--- config.mk ---
export PLATFORM = sky130hd
export DESIGN_NAME = alu_seq_ctrl
export DESIGN_NICKNAME = d
export VERILOG_FILES = /design/src/rtl/alu_seq_ctrl.sv
export SDC_FILE = /design/constraint.sdc
export NUM_CORES = 1
export LEC_CHECK = 0
export BUFFER_PORTS_ARGS = -buffer_cell sky130_fd_sc_hd__buf_2
export CAP_MARGIN = 20
export CORE_UTILIZATION = 40
export DETAILED_ROUTE_END_ITERATION = 8
export HOLD_SLACK_MARGIN = 0.1
export PLACE_DENSITY = 0.64
export SLEW_MARGIN = 20
export SYNTH_ARGS = -nofsm -noshare
export SYNTH_HDL_FRONTEND = slang
export SYNTH_SLANG_ARGS = --single-unit
--- constraint.sdc ---
create_clock -name clk -period 3.5 [get_ports clk]
set_input_delay 0.525 -clock clk [delete_from_list [all_inputs] [get_ports clk]]
set_output_delay 0.525 -clock clk [all_outputs]
set_load 0.02 [all_outputs]
--- src/rtl/alu_seq_ctrl.sv ---
// rtl/alu_seq_ctrl.sv - command sequencer driving a 6-bit 4-op combinational ALU
//
// Purpose: buffers op/operand commands in a small FIFO, issues each one to an
// external combinational ALU (A = accumulator, B = operand, C = op), captures F
// back into the accumulator after SETTLE cycles and returns the accumulator on
// a result handshake when a command marked last retires.
//
// Optional: `define ALUSEQ_OVF_EN builds the sticky signed-overflow flag; when
// undefined res_ovf is tied to 0.
//
// Ports:
//   clk, rst_n                     clock, asynchronous active-low reset
//   cmd_valid/cmd_ready            command handshake (ready = FIFO not full)
//   cmd_op, cmd_load, cmd_operand  op code, direct-load flag, B operand/load value
//   cmd_last                       retiring this command emits a result
//   alu_a, alu_b, alu_c            ALU inputs (alu_a is the accumulator)
//   alu_f                          ALU result
//   res_valid/res_ready            result handshake
//   res_data, res_ovf              result value, sticky signed overflow
//   busy                           sequencer active or FIFO not empty

module alu_seq_ctrl #(
    parameter int WIDTH      = 6,
    parameter int FIFO_DEPTH = 4,
    parameter int SETTLE     = 1
) (
    input  logic             clk,
    input  logic             rst_n,
    input  logic             cmd_valid,
    output logic             cmd_ready,
    input  logic [1:0]       cmd_op,
    input  logic             cmd_load,
    input  logic [WIDTH-1:0] cmd_operand,
    input  logic             cmd_last,
    output logic [WIDTH-1:0] alu_a,
    output logic [WIDTH-1:0] alu_b,
    output logic [1:0]       alu_c,
    input  logic [WIDTH-1:0] alu_f,
    output logic             res_valid,
    input  logic             res_ready,
    output logic [WIDTH-1:0] res_data,
    output logic             res_ovf,
    output logic             busy
);

    localparam int AW = $clog2(FIFO_DEPTH);
    localparam int CW = AW + 1;
    localparam int EW = WIDTH + 4;

    typedef enum logic [2:0] {
        S_IDLE,
        S_ISSUE,
        S_WAIT,
        S_RETIRE,
        S_RESULT
    } state_t;

    state_t state, state_nxt;

    // Command FIFO: entry = {last, load, op, operand}
    logic [EW-1:0] mem [FIFO_DEPTH];
    logic [AW-1:0] wr_ptr, rd_ptr;
    logic [CW-1:0] count;
    logic          full, empty, push, pop;

    // Command being executed
    logic [1:0]       cur_op;
    logic             cur_load;
    logic [WIDTH-1:0] cur_operand;
    logic             cur_last;

    logic [WIDTH-1:0] acc;
    logic [WIDTH-1:0] alu_b_r;
    logic [1:0]       alu_c_r;
    logic [2:0]       settle_cnt;
    logic             res_valid_r;
    logic [WIDTH-1:0] res_data_r;
    logic             capture;

    assign full      = (count == CW'(FIFO_DEPTH));
    assign empty     = (count == '0);
    assign cmd_ready = !full;
    assign push      = cmd_valid && cmd_ready;
    assign pop       = (state == S_IDLE) && !empty;
    assign capture   = (state == S_WAIT) && (settle_cnt == 3'd0);

    assign alu_a     = acc;
    assign alu_b     = alu_b_r;
    assign alu_c     = alu_c_r;
    assign res_valid = res_valid_r;
    assign res_data  = res_data_r;
    assign busy      = (state != S_IDLE) || !empty;

    // Storage is not reset; only the pointers and count define validity.
    always_ff @(posedge clk) begin
        if (push) begin
            mem[wr_ptr] <= {cmd_last, cmd_load, cmd_op, cmd_operand};
        end
    end

    always_ff @(posedge clk or negedge rst_n) begin
        if (!rst_n) begin
            wr_ptr <= '0;
            rd_ptr <= '0;
            count  <= '0;
        end else begin
            if (push) wr_ptr <= wr_ptr + 1'b1;
            if (pop)  rd_ptr <= rd_ptr + 1'b1;
            if (push && !pop)      count <= count + 1'b1;
            else if (pop && !push) count <= count - 1'b1;
        end
    end

    always_ff @(posedge clk or negedge rst_n) begin
        if (!rst_n) state <= S_IDLE;
        else        state <= state_nxt;
    end

    always_comb begin
        state_nxt = state;
        case (state)
            S_IDLE:   if (!empty) state_nxt = S_ISSUE;
            S_ISSUE:  state_nxt = cur_load ? S_RETIRE : S_WAIT;
            S_WAIT:   if (settle_cnt == 3'd0) state_nxt = S_RETIRE;
            S_RETIRE: state_nxt = cur_last ? S_RESULT : S_IDLE;
            S_RESULT: if (res_ready) state_nxt = S_IDLE;
            default:  state_nxt = S_IDLE;
        endcase
    end

    always_ff @(posedge clk or negedge rst_n) begin
        if (!rst_n) begin
            cur_op      <= 2'b00;
            cur_load    <= 1'b0;
            cur_operand <= '0;
            cur_last    <= 1'b0;
            acc         <= '0;
            alu_b_r     <= '0;
            alu_c_r     <= 2'b01;
            settle_cnt  <= 3'd0;
            res_valid_r <= 1'b0;
            res_data_r  <= '0;
        end else begin
            case (state)
                S_IDLE: begin
                    if (pop) begin
                        {cur_last, cur_load, cur_op, cur_operand} <= mem[rd_ptr];
                    end
                end
                S_ISSUE: begin
                    if (cur_load) begin
                        acc <= cur_operand;
                    end else begin
                        alu_b_r    <= cur_operand;
                        alu_c_r    <= cur_op;
                        settle_cnt <= 3'(SETTLE - 1);
                    end
                end
                S_WAIT: begin
                    // ALU inputs stay untouched here so F can settle.
                    if (settle_cnt == 3'd0) acc <= alu_f;
                    else                    settle_cnt <= settle_cnt - 3'd1;
                end
                S_RETIRE: begin
                    if (cur_last) begin
                        res_data_r  <= acc;
                        res_valid_r <= 1'b1;
                    end
                end
                S_RESULT: begin
                    if (res_ready) begin
                        res_valid_r <= 1'b0;
                        acc         <= '0;
                    end
                end
                default: ;
            endcase
        end
    end

`ifdef ALUSEQ_OVF_EN
    logic ovf_sticky, res_ovf_r, ovf_now;
    logic a_s, b_s, f_s;

    assign a_s = acc[WIDTH-1];
    assign b_s = alu_b_r[WIDTH-1];
    assign f_s = alu_f[WIDTH-1];

    // Signed overflow from sign bits only: add (A+B+1) and subtract (A-B).
    always_comb begin
        ovf_now = 1'b0;
        case (alu_c_r)
            2'b00:   ovf_now = (a_s == b_s) && (f_s != a_s);
            2'b11:   ovf_now = (a_s != b_s) && (f_s != a_s);
            default: ovf_now = 1'b0;
        endcase
    end

    always_ff @(posedge clk or negedge rst_n) begin
        if (!rst_n) begin
            ovf_sticky <= 1'b0;
            res_ovf_r  <= 1'b0;
        end else begin
            if (capture && ovf_now) ovf_sticky <= 1'b1;
            if (state == S_RETIRE && cur_last) res_ovf_r <= ovf_sticky;
            if (state == S_RESULT && res_ready) begin
                ovf_sticky <= 1'b0;
                res_ovf_r  <= 1'b0;
            end
        end
    end

    assign res_ovf = res_ovf_r;
`else
    assign res_ovf = 1'b0;
`endif

endmodule

==> flow_metrics.env, run 1 <==
export IMPL_synth_main_ff_cell="sky130_fd_sc_hd__dfrtp_1"
export IMPL_pin_count_of_the_biggest_net_entering_global_routing=45
export IMPL_worst_setup_path_type="register to register"
export IMPL_number_of_distinct_library_cells_after_synthesis=37
export IMPL_drt_iter0_markers=45
export IMPL_cpMaxStageDelayCell="sky130_fd_sc_hd__dfrtp_1"
export IMPL_vdd_ir_drop_max_mv=0.321
export IMPL_min_path_cells=2
export IMPL_drc=0
export IMPL_grt_total_usage=0.149
export IMPL_boundaryPins=44
export IMPL_num_cts_buffers=9
export IMPL_die_width_um=96.1
export IMPL_worst_pin_slew_ps=743
export IMPL_synthesis_area_um2=3540
export IMPL_critPathMostFrequentCell="sky130_fd_sc_hd__xor2_1"
export IMPL_setup_viol=0
export IMPL_yosys_cell_count_top_type="sky130_fd_sc_hd__dfrtp_1"
export IMPL_via_per_inst=5.21
export IMPL_path_cells="nor3_1 -> nand2b_1 -> ha_1 -> inv_1 -> fa_1 -> xor2_1 -> nor2_1 -> xor2_1"
export IMPL_achievable_frequency_ghz=0.393
export IMPL_worst_setup_path_start_kind="register"
export IMPL_post_cts_repair_setup_buffers=0
export IMPL_num_nets_final=295
export IMPL_final_antenna_net_count=0
export IMPL_outcome="completed"
export IMPL_finalCritPeriodShare=0.726
export IMPL_yosys_mux_area_fraction=0.165
export IMPL_slew_headroom=0.505
export IMPL_cts_root_buf="sky130_fd_sc_hd__clkbuf_8"
export IMPL_yosys_warnings=0
export IMPL_die_height_um=96.1
export IMPL_overflow=0
export IMPL_post_dp_hpwl_um=4160
export IMPL_path_depth=8
export IMPL_worst_setup_slack_final_ps=958
export IMPL_postSynthNetCount=249
export IMPL_initial_utilization=0.423
export IMPL_area_growth_from_synthesis_to_final_layout_pct=15.0
export IMPL_netlist_top_cells_count="sky130_fd_sc_hd__dfrtp_1, sky130_fd_sc_hd__edfxtp_1, sky130_fd_sc_hd__mux2_2"
export IMPL_cell_internal_pwr_mw=2.49
export IMPL_part_of_the_total_power_dissipated_in_combinational_logic=0.354
export IMPL_share_seq_of_total_power=0.445
export IMPL_worstHoldPathType="input port to register"
export IMPL_num_fill_cells=717
export IMPL_post_synth_fa_ha_maj_area_fraction=0.0304
export IMPL_ys_seq_area_frac=0.650
export IMPL_timing_final_max_slew_violations=0
export IMPL_syn_instance_count=221
export IMPL_via_count_of_the_first_global_routing_pass=1926
export IMPL_wl_per_cell_um=16.3
export IMPL_die_area_um2=9240
export IMPL_worst_path_max_fanout=18
export IMPL_synth_async_sr_flop_share=0.524
export IMPL_avgSynthCellArea_um2=16.0
export IMPL_max_cap_violations=0
export IMPL_postSynthRegisterBits=84
export IMPL_cp_required_ps=3780
export IMPL_clkPwrFrac=0.201
export IMPL_insertion_delay_ps=350
export IMPL_synth_top_area_share=0.339
export IMPL_synth_compound_area_share=0.0576
export IMPL_route_final_wire_length_um=6130
export IMPL_number_of_failing_hold_endpoints_at_the_final_stage=0
export IMPL_initial_antenna_violation_count=0
export IMPL_port_buffer_count=42
export IMPL_reg2reg_slack_ps=960
export IMPL_reg2reg_depth=8
export IMPL_cts_sinks=84
export IMPL_htree_num_levels=3
export IMPL_core_area_um2=8380
export IMPL_family_with_the_most_delay_on_the_worst_path="flip-flops"
export IMPL_worstPathBufferInverterCount=1
export IMPL_power_density_cell_area_nw_per_um2=945
export IMPL_vias=1964
export IMPL_placement_rows=33
export IMPL_cts_buffer_depth=2
export IMPL_power_switching_share=0.352
export IMPL_min_period_ps=2540
export IMPL_synth_top_family_by_area="multiplexers"
export IMPL_fin_worst_skew_ps=11.0
export IMPL_crit_path_end_kind="register"
export IMPL_gp_congestion=0.789
export IMPL_synthDominantAreaCellType="sky130_fd_sc_hd__edfxtp_1"
export IMPL_layout_drive_gt1_share=0.386
export IMPL_crit_arrival_ps=2820
export IMPL_unrepaired_setup_endpoints_after_global_routing="no"
export IMPL_num_antenna_cells=0
export IMPL_tritoncts_clock_tree="yes"
export IMPL_ranking_of_synthesized_cells_by_area="sky130_fd_sc_hd__edfxtp_1, sky130_fd_sc_hd__dfrtp_1, sky130_fd_sc_hd__mux2_2"
export IMPL_clk_transition_reported_paths_ps=90
export IMPL_place_ws_ps=992
export IMPL_synth_simple_gate_area_frac=0.0491
export IMPL_max_stage_delay_ps=710
export IMPL_totalNegativeSetupSlack_ps=0
export IMPL_power_leakage_nw=1.63
export IMPL_first_pass_iters=4
export IMPL_synth_enable_flop_cells=40
export IMPL_net_switching_power_mw=1.35
export IMPL_grt_pass1_wl_um=9850
export IMPL_post_synth_xor_area_fraction=0.0173
==> power by group through the flow <==
| stage | logic (mW) | registers (mW) | clock network (mW) |
|---|---|---|---|
| global placement | 1.35 | 1.73 | 0 |
| CTS | 1.38 | 1.72 | 0.800 |
| finish | 1.36 | 1.71 | 0.773 |
| floorplan | 1.05 | 1.71 | 0 |
| detailed placement | 1.38 | 1.74 | 0 |
| global route | 1.52 | 1.77 | 0.833 |
==> cell usage in the layout, fill, tap and decap left out, types with 2 or more instances in the layout <==
cell                        count
sky130_fd_sc_hd__a22oi_1        6
sky130_fd_sc_hd__and3_1         4
sky130_fd_sc_hd__buf_2         42
sky130_fd_sc_hd__bufinv_16      2
sky130_fd_sc_hd__clkbuf_8       9
sky130_fd_sc_hd__dfrtp_1       43
sky130_fd_sc_hd__edfxtp_1      40
sky130_fd_sc_hd__ha_1           7
sky130_fd_sc_hd__inv_1         10
sky130_fd_sc_hd__mux2_2        32
sky130_fd_sc_hd__mux4_2        10
sky130_fd_sc_hd__nand2_1        3
sky130_fd_sc_hd__nand2b_1       2
sky130_fd_sc_hd__nand3_1        2
sky130_fd_sc_hd__nor2_1         7
sky130_fd_sc_hd__nor3_1         3
sky130_fd_sc_hd__o21ai_0       19
sky130_fd_sc_hd__xnor2_1        4
sky130_fd_sc_hd__xor2_1         3
==> layout make-up <==
| class | instances | area [µm²] | area share |
|---|---|---|---|
| sequential | 84 | 2300 | 0.566 |
| timing repair buffer | 44 | 240 | 0.0590 |
| clock buffer | 10 | 128 | 0.0313 |
| multi-input combinational | 118 | 1140 | 0.279 |
| tap | 105 | 131 | 0.0323 |
| inverter | 10 | 37.5 | 0.00922 |
| clock inverter | 6 | 96.3 | 0.0237 |
==> final timing paths <==
path / start / to
worst max-delay path: state[2]$_DFFE_PN0P_ / count[2]$_DFFE_PN0P_
max in group asynchronous: rst_n / alu_c[0]$_DFFE_PN1P_
worst min register to register: settle_cnt[0]$_DFFE_PN0P_ / settle_cnt[0]$_DFFE_PN0P_
worst min-delay path: res_ready / state[2]$_DFFE_PN0P_
worst max register to register: state[2]$_DFFE_PN0P_ / count[2]$_DFFE_PN0P_
min in group asynchronous: rst_n / res_data[2]$_DFFE_PN0P_
==> through the flow <==
| step | cells | instance area (µm²) | power [mW] | util | hold WS, ps |
|---|---|---|---|---|---|
| 4_1_cts | 375 | 4040 | 3.90 | 0.482 | 338 |
| 3_5_place_dp | 359 | 3820 | 3.12 | 0.456 | 486 |
| 3_3_place_gp | 359 | 3820 | 3.08 | 0.456 | 482 |
| 5_1_grt | 377 | 4070 | 4.12 | 0.486 | 357 |
| 6_report | 377 | 4070 | 3.85 | 0.486 | 374 |
| 2_1_floorplan | 221 | 3540 | 2.76 | - | 229 |
==> worst register-to-register path, stage by stage (launching register included) <==
cell	delay, ps
sky130_fd_sc_hd__dfrtp_1	710
sky130_fd_sc_hd__nor3_1	120
sky130_fd_sc_hd__nand2b_1	470
sky130_fd_sc_hd__ha_1	300
sky130_fd_sc_hd__inv_1	60
sky130_fd_sc_hd__fa_1	380
sky130_fd_sc_hd__xor2_1	150
sky130_fd_sc_hd__nor2_1	110
sky130_fd_sc_hd__xor2_1	150
==> logic make-up (layout without fill, tap and decap cells) <==
group                    Yosys count  in the layout
XOR/XNOR                           7              7
multiplexers                      42             42
other                              1              1
adder cells (fa/ha/maj)            8              8
flip-flops                        84             84
AND/OR/NAND/NOR                   28             28
buffers and inverters             19             70
AO/OA/AOI/OAI                     32             32
==> registers in the layout, summed over array words and instances, names as in the netlist <==
register,count
res_data,6
cur_operand,6
cur_load,1
cur_last,1
mem,40
state,3
count,3
alu_a,6
wr_ptr,2
alu_b,6
res_valid,1
rd_ptr,2
cur_op,2
settle_cnt,3
alu_c,2
==> routing by layer <==
metal	part of all wire	GRT usage	vias to the layer above	routed length [µm]
met3	0.053	0.0545	7	325
met4	0.012	0.0485	0	73
li1	-	-	913	-
met5	0	0	-	0
met1	0.46	0.193	990	2810
met2	0.48	0.233	54	2910
==> timing repair <==
action,in CTS,in global routing
hold endpoints to repair,0,15
hold buffers,0,1
gates resized for setup,0,0
Note: power is estimated with default switching activity, not from simulation.
==> inputs of run 2 (changes only) <==
==> constraint.sdc (replaced) <==
create_clock -name clk -period 2.6 [get_ports clk]
set_input_delay 0.39 -clock clk [delete_from_list [all_inputs] [get_ports clk]]
set_output_delay 0.39 -clock clk [all_outputs]
set_load 0.02 [all_outputs]
==> run 2 against run 1 <==
  * Via count rose by 0.46%
  * Register-to-register slack got worse by 400 ps
  * Power up 33%
  * Combinational power increased by 42%
  * Routed wire length fell by 0.44%
  * Hold slack got worse by 140 ps
  * Clock power rose by 23%
  * Final area about the same
  * Sequential share of layout area decreased by 0.052 points
  * First-iteration DRC count rose by 130%
  * Largest cell class unchanged
  * Largest power group unchanged
==> flow_metrics.env, run 2 (synthesis results as in run 1) <==
export IMPL_outcome="completed"
export IMPL_setup_viol=0
export IMPL_hold_worst_slack_ps=237
export IMPL_final_antenna_net_count=0
export IMPL_timing_final_max_slew_violations=0
export IMPL_crit_arrival_ps=2330
export IMPL_layout_drive_gt1_share=0.396
export IMPL_cts_buffer_depth=2
export IMPL_power_switching_share=0.357
export IMPL_final_common_cell="sky130_fd_sc_hd__dfrtp_1"
export IMPL_post_dp_hpwl_um=4130
export IMPL_pin_count_of_the_biggest_net_entering_global_routing=45
export IMPL_port_buffer_count=42
export IMPL_cts_resized=0
export IMPL_insertion_delay_ps=360
export IMPL_cts_hold_fix_buffers=0
export IMPL_vias=1973
export IMPL_fin_worst_skew_ps=7.46
export IMPL_vdd_ir_drop_max_mv=0.496
export IMPL_post_cts_repair_setup_buffers=0
export IMPL_initial_antenna_violation_count=0
export IMPL_core_area_um2=8380
export IMPL_die_height_um=96.1
export IMPL_cts_sinks=84
export IMPL_grt_total_usage=0.146
export IMPL_slew_headroom=0.545
export IMPL_largest_register="mem"
export IMPL_crit_path_end_kind="register"
export IMPL_drt_iter0_markers=104
export IMPL_worst_pin_slew_ps=682
export IMPL_gp_congestion=0.803
export IMPL_via_per_inst=5.19
export IMPL_drc=0
export IMPL_share_seq_of_total_power=0.438
export IMPL_initial_utilization=0.423
export IMPL_power_leakage_nw=1.64
export IMPL_cts_root_buf="sky130_fd_sc_hd__clkbuf_8"
export IMPL_finalCritPeriodShare=0.787
export IMPL_part_of_the_total_power_dissipated_in_combinational_logic=0.377
export IMPL_area_growth_from_synthesis_to_final_layout_pct=15.1
export IMPL_grt_pass1_wl_um=9540
export IMPL_tritoncts_clock_tree="yes"
export IMPL_min_period_ps=2050
export IMPL_htree_num_levels=3
export IMPL_worst_setup_path_start_kind="register"
export IMPL_clk_transition_reported_paths_ps=90
export IMPL_cp_required_ps=2880
export IMPL_placement_rows=33
export IMPL_worst_setup_path_type="register to register"
export IMPL_max_cap_violations=0
export IMPL_totalNegativeSetupSlack_ps=0
export IMPL_die_area_um2=9240
export IMPL_first_pass_iters=4
export IMPL_number_of_failing_hold_endpoints_at_the_final_stage=0
export IMPL_power_density_cell_area_nw_per_um2=1260
export IMPL_worst_path_max_fanout=4
export IMPL_overflow=0
export IMPL_mostFrequentLayoutCells="sky130_fd_sc_hd__dfrtp_1, sky130_fd_sc_hd__buf_2, sky130_fd_sc_hd__edfxtp_1"
export IMPL_cell_internal_pwr_mw=3.30
export IMPL_via_count_of_the_first_global_routing_pass=1920
export IMPL_num_antenna_cells=0
export IMPL_die_width_um=96.1
export IMPL_num_cts_buffers=9
export IMPL_boundaryPins=44
export IMPL_num_nets_final=298
export IMPL_flip_flop_count_of_the_largest_register_after_layout=40
export IMPL_achievable_frequency_ghz=0.489
export IMPL_worstHoldPathType="input port to register"
export IMPL_wl_per_cell_um=16.1
export IMPL_clkPwrFrac=0.185
export IMPL_unrepaired_setup_endpoints_after_global_routing="no"
export IMPL_net_switching_power_mw=1.83
export IMPL_route_final_wire_length_um=6100
run 2: cell count changes in the layout (fill, tap and decap cells not counted), sizes merged:
cell      delta
clkinv       +1
clkbuf       -1
clkinvlp     -1
bufinv       -1
inv          +2
buf          +3
run 2: worst max-delay path: stages, from the launching register on:
cell and delay, ps:
sky130_fd_sc_hd__dfrtp_1 430, sky130_fd_sc_hd__nor3_1 330, sky130_fd_sc_hd__nand2b_1 190, sky130_fd_sc_hd__ha_1 190
sky130_fd_sc_hd__inv_1 60, sky130_fd_sc_hd__fa_1 370, sky130_fd_sc_hd__xor2_1 150, sky130_fd_sc_hd__nor2_1 110
sky130_fd_sc_hd__xor2_1 150
run 2: area by class of cell:
cell class	count	area, µm²
fillers	719	4310
multi-input cells	118	1140
well taps	105	131
repair buffers	47	263
inverters	10	37.5
clock inverters	7	81.3
clock buffers	9	124
flip-flops and latches	84	2300
run 2: metal layers:
layer / vias up / wire, µm / track usage
li1: 921 / - / -
met1: 978 / 2960 / 0.191
met2: 68 / 2680 / 0.224
met3: 6 / 367 / 0.0506
met4: 0 / 82 / 0.0560
met5: - / 0 / 0
run 2: worst paths after layout:
path,startpoint,endpoint,slack (ps),cells after the start
min,cmd_op[1],mem[3][7]$_DFFE_PP_,240,1
max in group asynchronous,rst_n,alu_c[0]$_DFFE_PN1P_,1590,3
max reg2reg,count[1]$_DFFE_PN0P_,count[2]$_DFFE_PN0P_,550,8
min in group asynchronous,rst_n,alu_a[1]$_DFFE_PN0P_,460,2
max,count[1]$_DFFE_PN0P_,count[2]$_DFFE_PN0P_,550,8
min reg2reg,count[2]$_DFFE_PN0P_,count[2]$_DFFE_PN0P_,500,1
run 2: power groups by stage:
stage	clock network, mW	registers (mW)	logic, mW
2_1_floorplan	0	2.30	1.42
3_3_place_gp	0	2.27	1.91
3_5_place_dp	0	2.29	1.95
4_1_cts	0.984	2.26	1.96
5_1_grt	1.02	2.33	2.13
6_report	0.949	2.25	1.93
run 2: through the flow:
| step | util | instances | total power [mW] | cell area (µm²) | worst slack [ps] |
|---|---|---|---|---|---|
| after floorplan | - | 221 | 3.72 | 3540 | 495 |
| after global placement | 0.458 | 362 | 4.18 | 3840 | 638 |
| after detailed placement | 0.458 | 362 | 4.24 | 3840 | 563 |
| after CTS | 0.483 | 378 | 5.20 | 4050 | 532 |
| after global routing | 0.486 | 380 | 5.48 | 4080 | 371 |
| final | 0.486 | 380 | 5.13 | 4080 | 554 |
